### config.mk
export PLATFORM = sky130hd
export DESIGN_NAME = instr_fetch_ctrl
export DESIGN_NICKNAME = d
export VERILOG_FILES = /design/src/rtl/instr_fetch_ctrl.sv
export SDC_FILE = /design/constraint.sdc
export NUM_CORES = 1
export LEC_CHECK = 0
export CAP_MARGIN = 20
export CORE_MARGIN = 4
export CORE_UTILIZATION = 25
export DETAILED_ROUTE_END_ITERATION = 16
export GPL_TIMING_DRIVEN = 0
export PLACE_DENSITY = 0.48
export SETUP_SLACK_MARGIN = 0.02
export SLEW_MARGIN = 20
export SYNTH_ARGS = -nofsm -noshare
export SYNTH_HDL_FRONTEND = slang
export SYNTH_SLANG_ARGS = --single-unit
### constraint.sdc
create_clock -name clk -period 4.6 [get_ports clk]
set_input_delay 0.46 -clock clk [delete_from_list [all_inputs] [get_ports clk]]
set_output_delay 0.46 -clock clk [all_outputs]
set_load 0.01 [all_outputs]
### src/rtl/instr_fetch_ctrl.sv
`default_nettype none
// ============================================================================
//  Module   : instr_fetch_ctrl
//  Brief    : Fetch stage behind the PC register. Issues one imem request per
//             PC (req/ack), returns the word to decode (valid/ready) and
//             drives pc_hold_o so the PC only advances on delivery or flush.
//  Options  : FETCH_TIMEOUT_EN - bounded WAIT with sticky fetch_err_o
//  Revision : 1.0 - initial release
// ============================================================================
module instr_fetch_ctrl #(
  parameter int          N_BIT       = 32,
  parameter logic [31:0] NOP_WORD    = 32'h0000_0000,
  parameter int          TIMEOUT_CYC = 16
) (
  input  logic             clk,
  input  logic             reset_n,
  input  logic [N_BIT-1:0] pc_i,
  output logic             pc_hold_o,
  input  logic             flush_i,
  output logic             imem_req_o,
  output logic [N_BIT-1:0] imem_addr_o,
  input  logic             imem_ack_i,
  input  logic [31:0]      imem_rdata_i,
  output logic [31:0]      instr_o,
  output logic [N_BIT-1:0] instr_pc_o,
  output logic             instr_valid_o,
  input  logic             instr_ready_i,
  output logic             fetch_err_o
);

  typedef enum logic [1:0] {
    S_IDLE  = 2'd0,
    S_ISSUE = 2'd1,
    S_WAIT  = 2'd2,
    S_OUT   = 2'd3
  } state_t;

  state_t             state_q;
  logic               req_q;
  logic [N_BIT-1:0]   addr_q;
  logic [31:0]        instr_q;
  logic [N_BIT-1:0]   instr_pc_q;
  logic               valid_q;
  logic               drop_q;     // outstanding request belongs to a flushed path
  logic               timeout_d;  // WAIT budget exhausted this cycle

`ifdef FETCH_TIMEOUT_EN
  localparam logic [7:0] TO_LAST = 8'(TIMEOUT_CYC - 1);

  logic [7:0] cnt_q;
  logic       err_q;

  // The TIMEOUT_CYC-th WAIT cycle without ack ends the request
  assign timeout_d = (state_q == S_WAIT) && !imem_ack_i && (cnt_q == TO_LAST);

  // WAIT cycle counter (restarted every ISSUE) and sticky error flag
  always_ff @(posedge clk or negedge reset_n) begin
    if (!reset_n) begin
      cnt_q <= 8'd0;
      err_q <= 1'b0;
    end else begin
      if (state_q == S_ISSUE) begin
        cnt_q <= 8'd0;
      end else if ((state_q == S_WAIT) && !imem_ack_i) begin
        cnt_q <= cnt_q + 8'd1;
      end
      if (timeout_d) begin
        err_q <= 1'b1;
      end
    end
  end

  assign fetch_err_o = err_q;
`else
  logic unused_timeout_cfg;

  // No WAIT limit in this build: the counter and error flag do not exist
  assign timeout_d          = 1'b0;
  assign fetch_err_o        = 1'b0;
  assign unused_timeout_cfg = ^TIMEOUT_CYC[7:0];
`endif

  // Fetch sequencer with all handshake outputs registered
  always_ff @(posedge clk or negedge reset_n) begin
    if (!reset_n) begin
      state_q    <= S_IDLE;
      req_q      <= 1'b0;
      addr_q     <= '0;
      instr_q    <= NOP_WORD;
      instr_pc_q <= '0;
      valid_q    <= 1'b0;
      drop_q     <= 1'b0;
    end else begin
      case (state_q)
        S_IDLE: begin
          state_q <= S_ISSUE;
        end
        S_ISSUE: begin
          // A flush here means pc_i is about to change: sample next cycle
          if (!flush_i) begin
            addr_q  <= pc_i;
            req_q   <= 1'b1;
            state_q <= S_WAIT;
          end
        end
        S_WAIT: begin
          if (imem_ack_i) begin
            req_q  <= 1'b0;
            drop_q <= 1'b0;
            if (drop_q || flush_i) begin
              state_q <= S_ISSUE;
            end else begin
              instr_q    <= imem_rdata_i;
              instr_pc_q <= addr_q;
              valid_q    <= 1'b1;
              state_q    <= S_OUT;
            end
          end else if (timeout_d) begin
            req_q  <= 1'b0;
            drop_q <= 1'b0;
            // A NOP for a flushed address would let the PC step past the
            // redirect target, so a dropped request just refetches.
            if (drop_q || flush_i) begin
              state_q <= S_ISSUE;
            end else begin
              instr_q    <= NOP_WORD;
              instr_pc_q <= addr_q;
              valid_q    <= 1'b1;
              state_q    <= S_OUT;
            end
          end else if (flush_i) begin
            // The memory request cannot be aborted; discard its data later
            drop_q <= 1'b1;
          end
        end
        S_OUT: begin
          // Flush discards the word; otherwise ready delivers it
          if (flush_i || instr_ready_i) begin
            valid_q <= 1'b0;
            state_q <= S_ISSUE;
          end
        end
        default: begin
          state_q <= S_IDLE;
        end
      endcase
    end
  end

  // The PC may move only on a flush or at the edge that ends a delivery
  assign pc_hold_o = ~(flush_i | ((state_q == S_OUT) & instr_ready_i));

  assign imem_req_o    = req_q;
  assign imem_addr_o   = addr_q;
  assign instr_o       = instr_q;
  assign instr_pc_o    = instr_pc_q;
  assign instr_valid_o = valid_q;

endmodule
`default_nettype wire

# Word-level counts from Yosys, hierarchy flattened
# Cells that the tools add are included.
# Widths: inputs -> output; s select.
# word_totals
regBits,101
latch_bits,0
mem_bits_rw,0
rom_bits,0
input_bits,69
out_inout_bits,100
elab_cells,45
n_memories,0
# classes
addsub,0
multipliers,0
div_mod_pow,0
magnitude_cmp,0
n_eq_ne,7
shift,0
n_mux,14
bitwise_logic,5
n_reduce_logical,12
# ops
op,count
$reduce_and 3->1,3
$mux 2,4
$ne 2x2->1 const B,4
$pmux 2 s4,1
$mux 1,7
$reduce_bool 2->1,3
$eq 2x2->1 const B,2
$pmux 1 s2,2
$reduce_and 2->1,2
$reduce_and 4->1,1
$not 1->1,3
$eq 2x1->1 const B,1
$logic_not 2->1,1
$logic_or 1x1->1,2
$and 1x1->1,1
$or 1x1->1,1

# Longest topological paths before layout
# depth
word_depth,4
mapped_depth,6
ltp_nobuf,5

# Worst setup path after synthesis
# No wires, ideal clock.
# synth_timing
path_type,reg2reg
from,register state_q[0]
to,"register instr_q[0], in the netlist instr_o[0]"
setup_time_ps,125
arrival_time_ps,1534
t_required_ps,4475
slack_ps,2941
stages_incl_launch_ff,7
path_buffers,2
period_less_slack_ps,1659
path_cell_list,dfrtp_1 inv_1 ha_1 and3_4 buf_12 buf_12 mux2_4
# synth_via
elab_chain_len,2
# synth_rtl
item,line,source
from (decl),38,state_t state_q;
from (signal assigned),86,state_q <= S_IDLE;
from (signal assigned),96,state_q <= S_ISSUE;
from (signal assigned),103,state_q <= S_WAIT;
$eq 2x2->1,94,case (state_q)
$reduce_and 3->1 (no line),n/a,
to (signal assigned),113,instr_q <= imem_rdata_i;
to (decl),41,logic [31:0] instr_q;
# Every way passes these cells.
# A chain may end at the register's enable or synchronous reset.

# Worst setup path after layout
# layout_timing
from,input port flush_i
to,output port pc_hold_o
# layout_via
elab_chain_len,2
# layout_rtl
item,line,source
from (decl),19,"input logic flush_i,"
$or 1x1->1,151,assign pc_hold_o = ~(flush_i | ((state_q == S_OUT) & instr_ready_i));
$not 1->1,151,
to (decl),18,"output logic pc_hold_o,"
# Every way passes these cells.

==> metrics.md <==
| Metric | Value |
|---|---|
| Slew headroom | `0.654` |
| Reg-to-reg endpoint | `imem_addr_o[2]` |
| Final Wtd Congestion | `0.698` |
| Wirelength per Cell | `15.6 µm` |
| Pin count of the biggest net entering global routing | `54` |
| Cell variety after synth | `30` |
| Final count of negative-setup-slack endpoints | `0` |
| RSZ-0062 raised after global routing | `false` |
| Final hold vios | `0` |
| Critical-path maximum fanout | `10` |
| Initial DRT Pass Iterations | `4` |
| NetSw | `1.16 mW` |
| Worst-path cell chain | `clkdlybuf4s50_1 > buf_2 > a21oi_1 > clkdlybuf4s50_1` |
| Chip Height | `138 µm` |
| Clock Tree Buf Depth | `2` |
| Ant diodes | `0` |
| Number of global-route vias before repair | `2800` |
| GR Overflow Total | `0` |
| Max cap viols | `0` |
| First-pass GRT wire length | `16.3 mm` |
| Initial antenna violation count | `0` |
| YS warnings | `0` |
| WL final | `10.1 mm` |
| Pwr dens | `619 mW/mm²` |
| Minimum clock period | `2.24 ns` |
| Least-Margin Pin Slew | `0.520 ns` |
| Fillcell total | `1569` |
| Total power | `4.05 mW` |
| Final ANT Viol Nets | `0` |
| Crit. Startpoint | `flush_i` |
| Placed cells | `634` |
| Fin area | `0.00653 mm²` |
| Critical Path End Type | `primary output` |
| Starting Density | `0.256` |
| Seq pwr share | `0.378` |
| Max Slew Vio Count | `0` |
| Die Wd | `138 µm` |
| Register bit total from synthesis | `101` |
| Max Freq | `0.447 GHz` |
| DP Wirelength | `7.36 mm` |
| Async set-reset flop share out of synthesis | `1.00` |
| Crit start category | `input pin` |
| I/O pins | `169` |
| Leakage | `2.79 nW` |
| P_int | `2.89 mW` |
| Post-Syn Nets | `319` |
| Comb pwr share | `0.430` |
| Synth Flop Type | `dfrtp_1` |
| Final worst slack | `2.36 ns` |
| Share of cells above drive strength 1 | `0.289` |
| Sequential-to-total area share from yosys stat | `0.594` |
| CTS H-tree depth | `3` |
| Clock Tree Root | `clkbuf_16` |
| Core area | `0.0166 mm²` |
| Global-route usage over all layers | `0.107` |
| Clk Latency, worst-skew pair | `0.34 ns` |
| Worst path arrival time | `1.78 ns` |
| Final nets | `498` |
| Mean Syn Cell Area | `17.3 µm²` |
| Status | `completed` |
| Most frequent cells in the layout | `clkdlybuf4s50_1 (166), dfrtp_1 (101), mux2_4 (60)` |
| Critical path endpoint | `pc_hold_o` |
| # DRC | `0` |
| CTS tree | `yes` |
| Port bufs | `167` |
| Reg-to-reg setup timing slack | `2.76 ns` |
| Max stage delay on crit path | `0.56 ns` |
| Vias per cell | `4.03` |
| R2R depth | `6` |
| Via Count | `2618` |
| Post-synthesis cell count | `246` |
| Post-synth EDFFs | `0` |
| Post-synth design cell area | `0.00426 mm²` |
| # rows | `47` |
| Hold_buf cts | `0` |
| DR iter-0 viols | `38` |
| Area delta synth->final | `53.5%` |
| Critical Path RT | `4.14 ns` |
| # Post-CTS Setup Buffers | `0` |
| Tcrit/Tclk final | `0.486` |
| Worst Skew | `0.00809 ns` |
| Worst r2r src | `state_q[1]` |
| Most common cell after layout, fill and taps aside | `clkdlybuf4s50_1` |
| Hold Path Class | `input pin to asynchronous set/reset pin` |
| Switching Share | `0.287` |
| Clock transition at path regs | `0.06 ns` |
| Full die area | `0.0192 mm²` |
| Clock sink total | `101` |
| Post_cts resized | `0` |
| Non-filler instance count after layout | `649` |
| Cell repeated most along the worst path | `clkdlybuf4s50_1` |
| TritonCTS Buffers | `9` |
| Cell Area, Placed | `0.00623 mm²` |
| Power share of the clock group | `0.191` |
| Pre-CTS WS | `2.37 ns` |
| Peak supply drop | `0.000296 V` |
| CP max-delay cell | `clkdlybuf4s50_1` |
| Crit Path Class | `input pin to primary output` |
==> synth_stat cells, types with 2 or more instances <==
library cell / number / share of area
mux2_4: 60 / 0.21
buf_4: 4 / 0.0071
buf_12: 7 / 0.033
nand3_1: 2 / 0.0024
a21oi_1: 7 / 0.0082
nand2b_1: 2 / 0.0029
nor2b_1: 2 / 0.0029
ha_1: 4 / 0.012
mux2_2: 32 / 0.085
mux2_1: 4 / 0.011
dfrtp_1: 101 / 0.59
inv_1: 2 / 0.0018
o21ai_0: 2 / 0.0024
==> cell families (layout without fill, tap and decap cells) <==
group,after synthesis,count (layout),synth area share
flip-flops,101,101,0.594
multiplexers,96,96,0.307
AO/OA/AOI/OAI,15,15,0.0215
buffers and inverters,15,198,0.0438
AND/OR/NAND/NOR,14,14,0.0215
adder cells (fa/ha/maj),4,4,0.0118
other,1,1,0.000881
==> registers in the layout, indices dropped and copies added (netlist names) <==
name / cells
imem_req_o: 1
drop_q: 1
state_q: 2
instr_valid_o: 1
imem_addr_o: 32
instr_o: 32
instr_pc_o: 32
==> stage by stage <==
stage               TNS [ns]  hold WS, ns   util
detailed placement         0        0.458  0.374
CTS                        0       0.0777  0.393
global route               0       0.0996  0.393
global placement     -102.23        0.469  0.373
floorplan                  0        0.164      -
finish                     0       0.0694  0.393
==> critical path: cells and delay by family <==
kind                   cells  cell delay (ns)
buffers and inverters      3             1.17
AOI/OAI and AO/OA          1             0.14
==> cell type report <==
type,instances,area [µm²],area share
clock buffers,11,253,0.0387
clock inverters,4,47.5,0.00728
flip-flops and latches,101,2530,0.387
inverters,3,11.3,0.00172
plain buffers,12,175,0.0268
well taps,220,275,0.0421
repair buffers,168,1700,0.260
multi-input cells,130,1540,0.236
==> how the worst min path moves through the flow <==
stage	startpoint	end	slack (ns)
after floorplan	reset_n	drop_q	0.16
after global placement	instr_pc_o[1]	instr_pc_o[1]	0.47
after detailed placement	reset_n	instr_o[3]	0.46
after CTS	reset_n	instr_o[1]	0.08
after global routing	reset_n	instr_o[10]	0.1
final	reset_n	instr_o[3]	0.07
==> metal layers <==
| layer | up-vias | routed length (µm) | track usage |
|---|---|---|---|
| li1 | 1222 | - | - |
| met1 | 1297 | 4450 | 0.136 |
| met2 | 93 | 4790 | 0.169 |
| met3 | 6 | 776 | 0.0473 |
| met4 | 0 | 93 | 0.0234 |
| met5 | - | 0 | 0 |
==> power groups by stage <==
stage	clock (mW)	combinational (mW)	sequential [mW]
final	0.774	1.74	1.53
after global routing	0.848	1.85	1.59
after CTS	0.815	1.78	1.54
after detailed placement	0	1.77	1.55
after global placement	0	1.77	1.53
after floorplan	0	0.616	1.70
Note: power is estimated with default switching activity, not from simulation.
